===== config.mk =====
export PLATFORM = sky130hd
export DESIGN_NAME = rsa_modexp
export DESIGN_NICKNAME = d
export VERILOG_FILES = /design/src/rtl/rsa_modexp.sv
export SDC_FILE = /design/constraint.sdc
export NUM_CORES = 2
export LEC_CHECK = 0
export ABC_CLOCK_PERIOD_IN_PS = 16450
export CAP_MARGIN = 0
export CORE_ASPECT_RATIO = 2
export CORE_UTILIZATION = 61
export DETAILED_ROUTE_END_ITERATION = 10
export GPL_ROUTABILITY_DRIVEN = 0
export GPL_TIMING_DRIVEN = 0
export PLACE_DENSITY = 0.92
export SLEW_MARGIN = 20
export SYNTH_ARGS = -nofsm -noshare
export SYNTH_HDL_FRONTEND = slang
export SYNTH_SLANG_ARGS = --single-unit

===== constraint.sdc =====
create_clock -name clk -period 16.45 [get_ports clk]
set_input_delay 2.4675 -clock clk [delete_from_list [all_inputs] [get_ports clk]]
set_output_delay 2.4675 -clock clk [all_outputs]
set_load 0.1 [all_outputs]

===== src/rtl/rsa_modexp.sv =====
// rsa_modexp: 64-bit modular exponentiation, result = base^exponent mod modulus.
// Right-to-left binary method; every modular multiply is an interleaved
// shift-add (one multiplier bit per cycle, 64 cycles), so no wide product exists.
module rsa_modexp (
  input  logic        clk,
  input  logic        rst,
  input  logic        start,
  input  logic [63:0] base,
  input  logic [63:0] exponent,
  input  logic [63:0] modulus,
  output logic [63:0] result,
  output logic        busy,
  output logic        done,
  output logic        error
);

  localparam int unsigned W  = 64;
  localparam int unsigned XW = W + 2;
  localparam int unsigned CW = 6;

  // NEXT is a zero-cycle decision folded into the last cycle of LOAD/MUL/SQR.
  typedef enum logic [2:0] {
    S_IDLE,
    S_LOAD,
    S_MUL,
    S_SQR,
    S_FIN
  } state_t;

  state_t state, next_state;

  logic [W-1:0]  b_reg;      // squaring operand B (also the multiplicand of every step)
  logic [W-1:0]  e_reg;      // remaining exponent E
  logic [W-1:0]  n_reg;      // modulus n
  logic [W-1:0]  r_reg;      // accumulator R
  logic [W-1:0]  acc;        // partial result of the running multiply
  logic [W-1:0]  mplier;     // multiplier, consumed MSB first
  logic [CW-1:0] cnt;        // bit index of the running multiply
  logic          err_reg;

  logic          accept, load, step, last, op_start, fin;
  logic          bad;
  logic [W-1:0]  r_init;
  logic [W-1:0]  acc_next;
  logic [W-1:0]  mplier_src;
  logic [XW-1:0] nx, dbl, dbl_red, sum, sum_red;

  // Operand legality and accumulator start value
  always_comb begin
    bad    = (n_reg == '0) || (b_reg >= n_reg);
    r_init = (n_reg == W'(1)) ? '0 : W'(1);
  end

  // One shift-add step: acc = 2*acc mod n, then + B mod n if the multiplier bit is set
  always_comb begin
    nx       = {2'b00, n_reg};
    dbl      = {1'b0, acc, 1'b0};
    dbl_red  = (dbl >= nx) ? (dbl - nx) : dbl;
    sum      = dbl_red + {2'b00, b_reg};
    sum_red  = (sum >= nx) ? (sum - nx) : sum;
    acc_next = mplier[W-1] ? W'(sum_red) : W'(dbl_red);
  end

  // State register
  always_ff @(posedge clk or posedge rst) begin
    if (rst) state <= S_IDLE;
    else     state <= next_state;
  end

  // Next-state logic
  always_comb begin
    next_state = state;
    unique case (state)
      S_IDLE: if (start) next_state = S_LOAD;
      S_LOAD: begin
        if (bad || (e_reg == '0)) next_state = S_FIN;
        else if (e_reg[0])        next_state = S_MUL;
        else                      next_state = S_SQR;
      end
      S_MUL: if (cnt == CW'(W - 1)) next_state = (|e_reg[W-1:1]) ? S_SQR : S_FIN;
      S_SQR: if (cnt == CW'(W - 1)) next_state = e_reg[1] ? S_MUL : S_SQR;
      S_FIN: next_state = S_IDLE;
      default: next_state = S_IDLE;
    endcase
  end

  // Datapath controls decoded from the current and next state
  always_comb begin
    accept     = (state == S_IDLE) && start;
    load       = (state == S_LOAD);
    step       = (state == S_MUL) || (state == S_SQR);
    last       = step && (cnt == CW'(W - 1));
    fin        = (state == S_FIN);
    op_start   = ((next_state == S_MUL) || (next_state == S_SQR)) && (load || last);
    mplier_src = b_reg;
    if (next_state == S_MUL) mplier_src = load ? r_init : r_reg;
    else if (state == S_SQR) mplier_src = acc_next;
  end

  // Operand capture, exponent scan and modular multiply datapath
  always_ff @(posedge clk or posedge rst) begin
    if (rst) begin
      b_reg   <= '0;
      e_reg   <= '0;
      n_reg   <= '0;
      r_reg   <= '0;
      acc     <= '0;
      mplier  <= '0;
      cnt     <= '0;
      err_reg <= 1'b0;
    end else begin
      if (accept) begin
        b_reg   <= base;
        e_reg   <= exponent;
        n_reg   <= modulus;
        err_reg <= 1'b0;
      end
      if (load) begin
        r_reg   <= r_init;
        err_reg <= bad;
      end
      if (step) begin
        acc    <= acc_next;
        mplier <= mplier << 1;
        cnt    <= cnt + CW'(1);
      end
      if (last) begin
        if (state == S_MUL) begin
          r_reg <= acc_next;
        end else begin
          b_reg <= acc_next;
          e_reg <= e_reg >> 1;
        end
      end
      if (op_start) begin
        acc    <= '0;
        cnt    <= '0;
        mplier <= mplier_src;
      end
    end
  end

  // Registered handshake and result; busy stays up across a back-to-back accept
  always_ff @(posedge clk or posedge rst) begin
    if (rst) begin
      result <= '0;
      busy   <= 1'b0;
      done   <= 1'b0;
      error  <= 1'b0;
    end else begin
      done  <= fin;
      error <= fin && err_reg;
      if (fin)         result <= err_reg ? '0 : r_reg;
      if (accept)      busy   <= 1'b1;
      else if (done)   busy   <= 1'b0;
    end
  end

endmodule


==> impl_metrics.ini, run 1 <==
[global_route]
grt_overflow_total = 1014
vias_in_the_first_global_route = 46300
grt_first_pass_wirelength_mm = 317
grt_use_total_pct = 69.5
pin_count_of_the_biggest_net_entering_global_routing = 99

[cts]
post_cts.repair.setup_buffers = 0
clockRootBuffer = clkbuf_16
ctsLongestPathBuffers = 3
htree_num_levels = 2
cts_hold_repair.buffers = 0
cts_resized = 0
sink_count = 461
cts-buffers-inserted = 43

[die]
ios = 262
initial_utilization_pct = 61.6
row_count = 126
chipHeight_um = 347
fp.dieW_um = 174

[status]
status = did not finish
outcome.stop_stage = global routing (5_1_grt)
tool.error = [ERROR GRT-0116] Global routing finished with congestion. Check the congestion regions in the DRC Viewer.

[synthesis]
avgSynthCellArea_sq_um = 7.77
yosys-top-cells-area = dfrtp_1 (32%), nand2_1 (8.9%), ha_1 (8.9%)
syn-cell-area_sq_um = 36200
yosysMostFrequentCell = nand2_1
synth_ff_type = dfrtp_1
yosysUniqueCellTypes = 93
synth_edf_count = 0
synth.net_count = 5116
ys_ff_latch = 461
synth_seq_area_share_pct = 31.9
synthDominantCellAreaShare_pct = 31.9
synthesized_netlist_cell_count = 4661
yosys-top-cells-count = nand2_1 (861), dfrtp_1 (461), a21oi_1 (401)
dominant_cell_type_by_area_after_synthesis = dfrtp_1
yosys_warnings = 0
synthArstFlopShare_pct = 100

[place]
io_buffer_count = 261
pre_cts_ws_ns = 4.64
place.detailed.hpwl_mm = 133
-- through the flow --
stage	setup TNS, ns	cells	area [sq um]
CTS	0	5773	41400
detailed placement	0	5698	40000
global placement	-1849.60	5690	39800
floorplan	0	4661	36200
-- logic make-up after synthesis --
family / Yosys count / synth area share, %
xor gates and xnor gates: 184 / 4.47
muxes: 50 / 1.41
adders and majority gates: 260 / 9.04
buffers and inverters: 457 / 4.96
DFF: 461 / 31.9
AOI/OAI and AO/OA: 1523 / 26.7
and+or+nand+nor: 1726 / 21.6
-- per-layer routing --
metal / GRT overflow / GRT usage (%)
met5: 2 / 19.8
met4: 251 / 69.9
met3: 25 / 49.1
met2: 713 / 90.7
met1: 23 / 68.3
==> run 2: changes to the inputs <==
CORE_ASPECT_RATIO = default   (was 2)
CORE_UTILIZATION = 40   (was 61)
PLACE_DENSITY = default   (was 0.92)
PLACE_DENSITY_LB_ADDON = 0.15   (was default)
==> run 2 against run 1 <==
  * The run now ends clean
  * Synthesized cell count did not move
  * Area after synthesis is the same
==> impl_metrics.ini, run 2 <==
[status]
status = finished, final reports clean

[timing]
tns_ns = 0
post-route-min-period_ns = 14.02
layout_worst_path_cycle_share_pct = 85.2
setup_violations = 0
worstMarginPinSlew_ns = 1.38
final_hold_viol_count = 0
slew_headroom_pct = 7.65
finalHoldWorstSlack_ns = 0.480
fin_worst_skew_ns = 0.0323
slew_violations = 0
rsz0062_at_grt = false
max_fclk_mhz = 71.3

[setup_path]
critical_path.max_stage_delay_ns = 0.99
slowest_stage = o31ai_1
cp_max_fo = 10
timing.reg2reg.worst_path_depth = 35
worst_setup_path_end_kind = flop
crit-reg2reg-capture = acc[42]
worst_r2r_startpoint = n_reg[19]
crit_required_ns = 16.92
worstSetupPathType = reg -> reg
crit_path_start_kind = flop
arrival_ns = 14.49
worst-r2r-setup-slack_ns = 2.43

[drt]
wire_per_inst_um = 28.0
drt.antenna.violating_nets = 0
remaining_drc_errors = 0
wl_mm = 173
drt_first_pass_iters = 8
viasPerCell = 6.35
vias_after_detailed_routing = 39300
dr.first_iter.drc_count = 4919

[synthesis]
yosys_warnings = 0
yosysUniqueCellTypes = 93
synth.net_count = 5116
synthArstFlopShare_pct = 100
synthesized_netlist_cell_count = 4661
syn-cell-area_sq_um = 36200
synthDominantCellAreaShare_pct = 31.9
avgSynthCellArea_sq_um = 7.77
yosys-top-cells-area = dfrtp_1 (32%), nand2_1 (8.9%), ha_1 (8.9%)
synth_ff_type = dfrtp_1
synth_edf_count = 0
dominant_cell_type_by_area_after_synthesis = dfrtp_1
synth_seq_area_share_pct = 31.9
ys_ff_latch = 461
yosysMostFrequentCell = nand2_1
yosys-top-cells-count = nand2_1 (861), dfrtp_1 (461), a21oi_1 (401)

[global_route]
grt_antenna_before_repair = 5
pin_count_of_the_biggest_net_entering_global_routing = 98
vias_in_the_first_global_route = 36700
grt_overflow_total = 0
grt_first_pass_wirelength_mm = 246
grt_use_total_pct = 36.9

[cts]
htree_num_levels = 2
cts_tree = yes
post_cts.repair.setup_buffers = 0
cts_hold_repair.buffers = 0
sink_count = 461
ctsLongestPathBuffers = 3
cts_resized = 0
clock_latency_ns = 0.66
clockRootBuffer = clkbuf_16
cts-buffers-inserted = 54
clk_pin_slew_ns = 0.06

[place]
place.detailed.hpwl_mm = 140
placedInstanceArea_sq_um = 40500
io_buffer_count = 261

[die]
design.core.area_sq_um = 89100
ios = 262
initial_utilization_pct = 40.7
row_count = 109
floorplan.die_area_sq_um = 91800
chipHeight_um = 303
fp.dieW_um = 303

[worst_hold_path]
worst_hold_startpoint = result[36]
min_to = result[36]
worstHoldPathType = reg -> reg
min_delay_path_depth = 2

[layout]
mostFrequentLayoutCell = nand2_1
mostFrequentLayoutCells = nand2_1 (861), dfrtp_1 (461), a21oi_1 (401)
postLayoutCellArea_sq_um = 42300
layout-drive-gt1-share_pct = 4.73
syn2layout_area_growth_pct = 16.8
nets = 5441

[flow_run]
cap_violations = 0
==> run 2: cell counts after synthesis <==
Identical to the previous run, type by type.
==> run 2: layout make-up <==
cell class | instances | area (sq um)
plain buffers | 303 | 1220
multi-input cells | 3743 | 22900
inverters | 154 | 586
clock buffers | 79 | 1570
fillers | 9008 | 46800
well taps | 1165 | 1460
repair buffers | 269 | 2770
flip-flops and latches | 461 | 11500
diodes | 1 | 2.50
clock inverters | 19 | 220
==> run 2: metrics by stage <==
step                setup slack [ns]  util (%)  instances
floorplan                       1.13         -       4661
global placement               -5.53      45.2       6087
detailed placement              3.36      45.5       6095
CTS                             3.31      47.5       6193
global route                    2.28      47.5       6193
finish                          2.43      47.5       6194
==> run 2: worst max path at each step <==
stage | startpoint | to | cells after the start
finish | n_reg[19] | acc[42] | 35
global route | n_reg[19] | r_reg[42] | 35
CTS | n_reg[19] | r_reg[42] | 35
detailed placement | n_reg[19] | r_reg[42] | 35
global placement | rst | n_reg[59] | 2
floorplan | rst | acc[0] | 1
==> run 2: per-layer routing <==
layer | vias to the layer above | track usage, % | wire, um
met5 | - | 0 | 11
met4 | 2 | 27.6 | 15800
met3 | 636 | 8.77 | 18500
met2 | 2340 | 54.2 | 72400
met1 | 18700 | 47.0 | 66600
li1 | 17600 | - | -
==> run 2: kinds of logic after synthesis <==
logic type,synth area share (%)
simple gates,21.6
fa+ha+maj,9.04
compound gates,26.7
flops,31.9
xor+xnor,4.47
mux,1.41
buf+inv,4.96
==> run 2: critical path, delay by kind of cell, from the launching register on <==
family	cells	cell delay, ns
AO/OA/AOI/OAI	12	4.98
adder cells (fa/ha/maj)	3	1.17
buffers and inverters	7	3.14
flip-flops	1	0.42
AND/OR/NAND/NOR	13	4.06
Power of run 2 is left out: the tool's default activity adds up to more than one toggle a clock period on the data nets, which glitch-free logic cannot reach.
